===== config.mk =====
export PLATFORM = sky130hd
export DESIGN_NAME = pr_arbiter
export DESIGN_NICKNAME = d
export VERILOG_FILES = /design/src/rtl/pr_arb_pkg.sv /design/src/rtl/pr_rotate_encoder.sv /design/src/rtl/pr_arbiter.sv
export SDC_FILE = /design/constraint.sdc
export NUM_CORES = 1
export LEC_CHECK = 0
export CELL_PAD_IN_SITES_DETAIL_PLACEMENT = 0
export CELL_PAD_IN_SITES_GLOBAL_PLACEMENT = 1
export CORE_ASPECT_RATIO = 0.5
export CORE_MARGIN = 2
export CORE_UTILIZATION = 44
export DETAILED_ROUTE_END_ITERATION = 7
export HOLD_SLACK_MARGIN = 0.08
export PLACE_DENSITY_LB_ADDON = 0.05
export SYNTH_ARGS = -nofsm -noshare
export SYNTH_HDL_FRONTEND = slang
export SYNTH_HIERARCHICAL = 1
export SYNTH_SLANG_ARGS = --single-unit

===== constraint.sdc =====
create_clock -name clk -period 5.4 [get_ports clk]
set_input_delay 1.08 -clock clk [delete_from_list [all_inputs] [get_ports clk]]
set_output_delay 1.08 -clock clk [all_outputs]
set_load 0.01 [all_outputs]

===== src/rtl/pr_arb_pkg.sv =====
// Shared types and defaults for the priority / round-robin arbiter.
package pr_arb_pkg;

  // Default number of requesters; index N-1 has the highest fixed priority.
  localparam int N_DEF = 8;

  // Default maximum consecutive grant cycles in round-robin mode.
  localparam int MAX_HOLD_DEF = 16;

  // Width of a requester index; never narrower than one bit.
  function automatic int idx_w(input int n);
    return (n > 1) ? $clog2(n) : 1;
  endfunction

  localparam int IDX_W_DEF = idx_w(N_DEF);

  // Arbiter control state.
  typedef enum logic {
    ST_IDLE  = 1'b0,
    ST_GRANT = 1'b1
  } state_t;

endpackage


===== src/rtl/pr_rotate_encoder.sv =====
// Combinational winner search over a request vector.
// Fixed mode: highest set index wins.
// Round-robin mode: search downward from start-1, wrapping from 0 to N-1,
// with start itself checked last. With start=0 both modes give the same order.
module pr_rotate_encoder
  import pr_arb_pkg::*;
#(
  parameter int N  = N_DEF,
  parameter int IW = idx_w(N)
) (
  input  logic [N-1:0]  req,
  input  logic [IW-1:0] start,
  input  logic          rr_mode,
  output logic [N-1:0]  onehot,
  output logic [IW-1:0] idx,
  output logic          found
);

  int            base;
  logic [IW-1:0] pos;

  // Walk the candidates in search order and keep the first requesting one.
  always_comb begin
    // NOTE: every output gets a default before the loop so no path through
    // the block leaves a value unassigned, which would infer a latch.
    onehot = '0;
    idx    = '0;
    found  = 1'b0;
    pos    = '0;
    base   = rr_mode ? int'(start) : 0;
    for (int k = 1; k <= N; k++) begin
      pos = IW'((base + N - k) % N);
      if (!found && req[pos]) begin
        found       = 1'b1;
        idx         = pos;
        onehot[pos] = 1'b1;
      end
    end
  end

endmodule


===== src/rtl/pr_arbiter.sv =====
// N-way arbiter with fixed-priority and round-robin modes, registered one-hot
// grant, grant holding while the owner keeps requesting, and a round-robin
// hold timeout that hands the resource to a waiting requester.
module pr_arbiter
  import pr_arb_pkg::*;
#(
  parameter int N        = N_DEF,
  parameter int MAX_HOLD = MAX_HOLD_DEF
) (
  input  logic                clk,
  input  logic                rst,
  input  logic [N-1:0]        req,
  input  logic                rr_mode,
  output logic [N-1:0]        grant,
  output logic [idx_w(N)-1:0] grant_idx,
  output logic                grant_valid,
  output logic                preempt
);

  localparam int IW = idx_w(N);
  localparam int HW = $clog2(MAX_HOLD);
  localparam logic [HW-1:0] HOLD_LAST = HW'(MAX_HOLD - 1);

  state_t        state;
  state_t        state_nx;
  logic [HW-1:0] hold_cnt;
  logic [IW-1:0] last_idx;
  logic          cur_rr;     // mode latched when the current grant was made

  logic [N-1:0]  enc_req;
  logic [N-1:0]  enc_onehot;
  logic [IW-1:0] enc_idx;
  logic          enc_found;

  logic          owner_req;
  logic          timeout;
  logic          take;
  logic          drop;
  logic          preempt_nx;

  // The current owner is masked out of the search, so "found" in GRANT means
  // some other requester is waiting. In IDLE grant is all-zero, so the mask
  // is a no-op there.
  assign enc_req = req & ~grant;

  pr_rotate_encoder #(
    .N  (N),
    .IW (IW)
  ) u_enc (
    .req     (enc_req),
    .start   (last_idx),
    .rr_mode (rr_mode),
    .onehot  (enc_onehot),
    .idx     (enc_idx),
    .found   (enc_found)
  );

  assign owner_req = req[grant_idx];
  assign timeout   = cur_rr && (hold_cnt == HOLD_LAST) && enc_found;

  // State register; reset is synchronous and overrides every other input.
  always_ff @(posedge clk) begin
    // NOTE: sequential state is written with non-blocking assignments so all
    // registers update together from values sampled before the edge.
    if (rst) state <= ST_IDLE;
    else     state <= state_nx;
  end

  // Next-state logic: leave GRANT only when the owner stops requesting and
  // nobody else is waiting.
  always_comb begin
    state_nx = state;
    unique case (state)
      ST_IDLE:  if (enc_found) state_nx = ST_GRANT;
      ST_GRANT: if (!owner_req && !enc_found) state_nx = ST_IDLE;
      default:  state_nx = ST_IDLE;
    endcase
  end

  // Output decode: when to load a new winner, drop to idle, or flag preemption.
  always_comb begin
    take       = 1'b0;
    drop       = 1'b0;
    preempt_nx = 1'b0;
    unique case (state)
      ST_IDLE:  take = enc_found;
      ST_GRANT: begin
        if (!owner_req) begin
          take = enc_found;
          drop = !enc_found;
        end else if (timeout) begin
          take       = 1'b1;
          preempt_nx = 1'b1;
        end
      end
      default:  drop = 1'b1;
    endcase
  end

  // Registered outputs and arbitration bookkeeping.
  always_ff @(posedge clk) begin
    if (rst) begin
      grant       <= '0;
      grant_idx   <= '0;
      grant_valid <= 1'b0;
      preempt     <= 1'b0;
      hold_cnt    <= '0;
      last_idx    <= '0;
      cur_rr      <= 1'b0;
    end else if (take) begin
      grant       <= enc_onehot;
      grant_idx   <= enc_idx;
      grant_valid <= 1'b1;
      preempt     <= preempt_nx;
      hold_cnt    <= '0;
      last_idx    <= enc_idx;
      cur_rr      <= rr_mode;
    end else if (drop) begin
      grant       <= '0;
      grant_idx   <= '0;
      grant_valid <= 1'b0;
      preempt     <= 1'b0;
      hold_cnt    <= '0;
    end else begin
      preempt <= 1'b0;
      if (state == ST_GRANT && hold_cnt != HOLD_LAST) hold_cnt <= hold_cnt + 1'b1;
    end
  end

endmodule


==> impl_table.tex <==
\begin{tabular}{lr}
\hline
Metric & Value \\
\hline
\multicolumn{2}{l}{\textbf{Route}} \\
\quad Iter 0 DRT Violations & between 100 and 150 \\
\quad Count of TritonRoute iterations in the first routing pass & 5 \\
\quad Post-Route WL & 7610 um \\
\quad Avg Vias per Cell & 6.42 \\
\quad Vias & 2582 \\
\quad Per-cell routed wire length & approximately 19 um \\
\quad Number of DRC violations after detailed routing & 0 \\
\quad Final ANT Viol Nets & 0 \\
\multicolumn{2}{l}{\textbf{GRT}} \\
\quad Total grt overflow & 0 \\
\quad Global-route total usage across every layer & 0.242 \\
\quad Antenna violations before repair & 0 \\
\quad Global-route wire length before repair & roughly 13000 um \\
\quad Via count of the first global-routing pass & 2397 \\
\quad Maximum number of pins on one net before global-route repair & 35 \\
\multicolumn{2}{l}{\textbf{Setup path}} \\
\quad Kind of launch point of the worst setup path & input pin \\
\quad Required time worst endpoint & around 5.6 ns \\
\quad Data arrival time of the critical path & 4.66 ns \\
\quad Launch point of the worst reg-to-reg path & last\_idx[0]\$\_SDFFE\_PP0P\_ \\
\quad Worst path slowest cell & mux4\_2 \\
\quad Nature of the critical path endpoint & register \\
\quad Classification of the worst setup path & in2reg \\
\quad Cells traversed along the worst timing path & clkdlybuf4s50\_1 -> nand2\_1 -> clkinv\_1 -> ha\_1 -> mux2i\_1 -> inv\_1 -> mux4\_2 -> nor3b\_4 -> nand4\_1 -> nand3b\_1 -> o31a\_1 -> o41ai\_1 \\
\quad CP Max Fanout & 19 \\
\quad Launching element of the worst setup path & rr\_mode \\
\quad Delay of the slowest critical-path stage & 0.52 ns \\
\multicolumn{2}{l}{\textbf{Logic synthesis}} \\
\quad Yosys synthesis warning count & 6 \\
\quad Sequential element share of the synthesized area & 0.173 \\
\quad Largest cells by area after synthesis & dfxtp\_1, mux2i\_1, nor2b\_1 \\
\quad \#FFs+latches synth & 22 \\
\quad Post-Syn Nets & 327 \\
\quad Share of flip-flops with an asynchronous set or reset & 0 \\
\quad Mapped cell area & 0.00254 mm\^{}2 \\
\quad Dominant register cell in the synthesized netlist & dfxtp\_1 \\
\quad Area share of the largest cell type after synthesis & 0.173 \\
\quad Post-Synthesis Cells & 309 \\
\quad Largest area contributor in the synthesized netlist & dfxtp\_1 \\
\quad Average instance area after synthesis & 8.22 um\^{}2 \\
\quad Count of distinct cell types in the synthesized netlist & 70 \\
\quad Number of enable flip-flop cells after synthesis & 0 \\
\multicolumn{2}{l}{\textbf{Floorplan}} \\
\quad Die outline height & slightly below 60 um \\
\quad I/O pin count & 24 \\
\quad Initial Utilization & 0.461 \\
\quad Placement Rows & 19 \\
\quad Die outline width & between 100 and 150 um \\
\quad Core region area & approximately 0.0055 mm\^{}2 \\
\quad Die area & 0.00643 mm\^{}2 \\
\multicolumn{2}{l}{\textbf{Layout}} \\
\quad Final antenna diode count & 0 \\
\quad FILL cells & around 540 \\
\quad Fraction of final layout cells with drive strength greater than 1 & 0.134 \\
\quad Layout overhead on the synthesized area & 15.6\% \\
\quad Layout Utilization & 0.532 \\
\quad Net total in the final layout & about 350 \\
\quad Final standard cell count with taps included and fillers excluded & around 400 \\
\multicolumn{2}{l}{\textbf{Power and ir drop}} \\
\quad Total power of the final layout & 1.50 mW \\
\quad Peak VDD IR & 0.000253 V \\
\quad Reported leakage power & 1.11 nW \\
\quad Power density over the cells & 510 mW/mm\^{}2 \\
\multicolumn{2}{l}{\textbf{Clock network}} \\
\quad Root cell of the clock tree & clkbuf\_16 \\
\quad Cts hold-fix bufs & 0 \\
\quad Total setup buffers inserted after CTS & 0 \\
\quad Maximum level of the CTS H-tree & 1 \\
\quad Clock Path Buffers & 2 \\
\quad Number of buffers created by CTS & 3 \\
\quad TritonCTS sink count & 22 \\
\quad Gates resized, CTS repair & 0 \\
\quad CTS tree & built \\
\quad Latest clock arrival within the worst-skew pair & roughly 0.26 ns \\
\quad Clock transition at the registers of the reported paths & 0.06 ns \\
\multicolumn{2}{l}{\textbf{Timing}} \\
\quad Time the worst path needs with I/O delays and setup & 4.51 ns \\
\quad Pins Over Slew Limit & 0 \\
\quad Final TNS setup & 0 ns \\
\quad Hold Fails Final Rpt & 0 \\
\quad Share of the cycle needed by the critical path after routing & 0.835 \\
\quad Unrepaired setup endpoints after global routing & no \\
\quad Skew final & 0.00281 ns \\
\quad Worst path setup slack after routing & 0.890 ns \\
\quad Number of failing setup endpoints in the final timing report & 0 \\
\quad Achievable clock frequency & approximately 0.22 GHz \\
\quad Measured slew at the worst slew-check pin & roughly 0.92 ns \\
\quad Slew HR & 0.384 \\
\multicolumn{2}{l}{\textbf{Placed design}} \\
\quad Half-perimeter wire length of the detailed placement result & 5640 um \\
\quad Pre-CTS worst setup slack & 0.677 ns \\
\quad Gp weighted congestion & 0.944 \\
\quad Placed Instances & 398 \\
\quad Port-buffer cells & 23 \\
\multicolumn{2}{l}{\textbf{Hold path}} \\
\quad Worst hold-check path type & reg2reg \\
\quad HP Start & grant[4]\$\_SDFFE\_PP0P\_ \\
\multicolumn{2}{l}{\textbf{Run status}} \\
\quad Status & completed \\
\multicolumn{2}{l}{\textbf{Job}} \\
\quad Max-cap violations & 0 \\
\hline
\end{tabular}
power breakdown:
part           switching (mW)  total, mW  leakage [nW]  internal [mW]
registers              0.0693      0.277         0.181          0.208
clock network          0.0625      0.176        0.0442          0.113
logic                   0.596       1.04         0.882          0.448
total                   0.728       1.50          1.11          0.769
layout make-up:
class,count,area (um^2),share of cell area
Tap cell,73,91.3,0.0311
Multi-Input combinational cell,242,1890,0.643
Timing Repair Buffer,36,328,0.112
Clock buffer,4,88.8,0.0303
Sequential cell,22,440,0.150
Inverter,25,98.8,0.0337
per-stage QoR:
stage	instance area, um^2	hold WS [ns]
after floorplan	2540	0.449
after global placement	2850	0.472
after detailed placement	2850	0.476
after CTS	2940	0.486
after global routing	2940	0.520
final	2940	0.487
layout by cell type, fill, tap and decap left out, types with 7 or more instances in the layout:
| master | instances |
|---|---|
| inv_1 | 23 |
| o311ai_0 | 11 |
| a21oi_1 | 14 |
| nor2b_1 | 21 |
| o41ai_1 | 9 |
| dfxtp_1 | 22 |
| clkdlybuf4s50_1 | 23 |
| nand2b_1 | 10 |
| mux2i_1 | 16 |
| ha_1 | 7 |
| o21ai_0 | 7 |
| nor2_1 | 20 |
| nand2_1 | 16 |
| buf_4 | 13 |
worst paths after layout:
path | endpoint | slack [ns] | cells after the start
max | grant[5]$_SDFFE_PP0P_ | 0.89 | 12
min | grant[4]$_SDFFE_PP0P_ | 0.49 | 2
max reg2reg | grant[3]$_SDFFE_PP0P_ | 1.50 | 15
min reg2reg | grant[4]$_SDFFE_PP0P_ | 0.49 | 2
cells by family after synthesis:
group | synth area share
buffers and inverters | 0.0833
muxes | 0.130
AOI/OAI and AO/OA | 0.306
DFF | 0.173
xor gates and xnor gates | 0.0168
and+or+nand+nor | 0.257
adders and majority gates | 0.0345
critical path, delay by kind of cell:
| family | cells | cell delay, ns |
|---|---|---|
| AND/OR/NAND/NOR | 4 | 0.84 |
| adder cells (fa/ha/maj) | 1 | 0.45 |
| AO/OA/AOI/OAI | 2 | 0.83 |
| buffers and inverters | 3 | 0.61 |
| multiplexers | 2 | 0.84 |
flip-flops by register name (all words and copies together), names as in the netlist:
register     count
preempt          1
last_idx         3
grant            8
state            1
grant_idx        3
grant_valid      1
hold_cnt         4
cur_rr           1
layer usage:
layer	share of wire	vias to the layer above	track usage
li1	-	1231	-
met4	0.014	0	0.0635
met3	0.066	15	0.0335
met1	0.50	1237	0.350
met5	0	-	0
met2	0.42	99	0.386
cell usage after synthesis, types with 3 or more instances:
master,n
a221o_1,4
and3_1,6
clkbuf_1,14
nor3_1,6
o32ai_1,6
mux4_2,4
ha_1,7
o22ai_1,3
nor4_2,4
nor2b_1,21
nor2_1,20
nand2b_1,10
o21ai_1,6
a21oi_1,14
inv_1,23
o21a_1,3
o41ai_1,9
o32a_1,3
nand3_1,6
mux2_2,5
o21ai_0,7
dfxtp_1,22
o311ai_0,11
mux2i_1,16
nand2_1,16
Note: power is estimated with default switching activity, not from simulation.
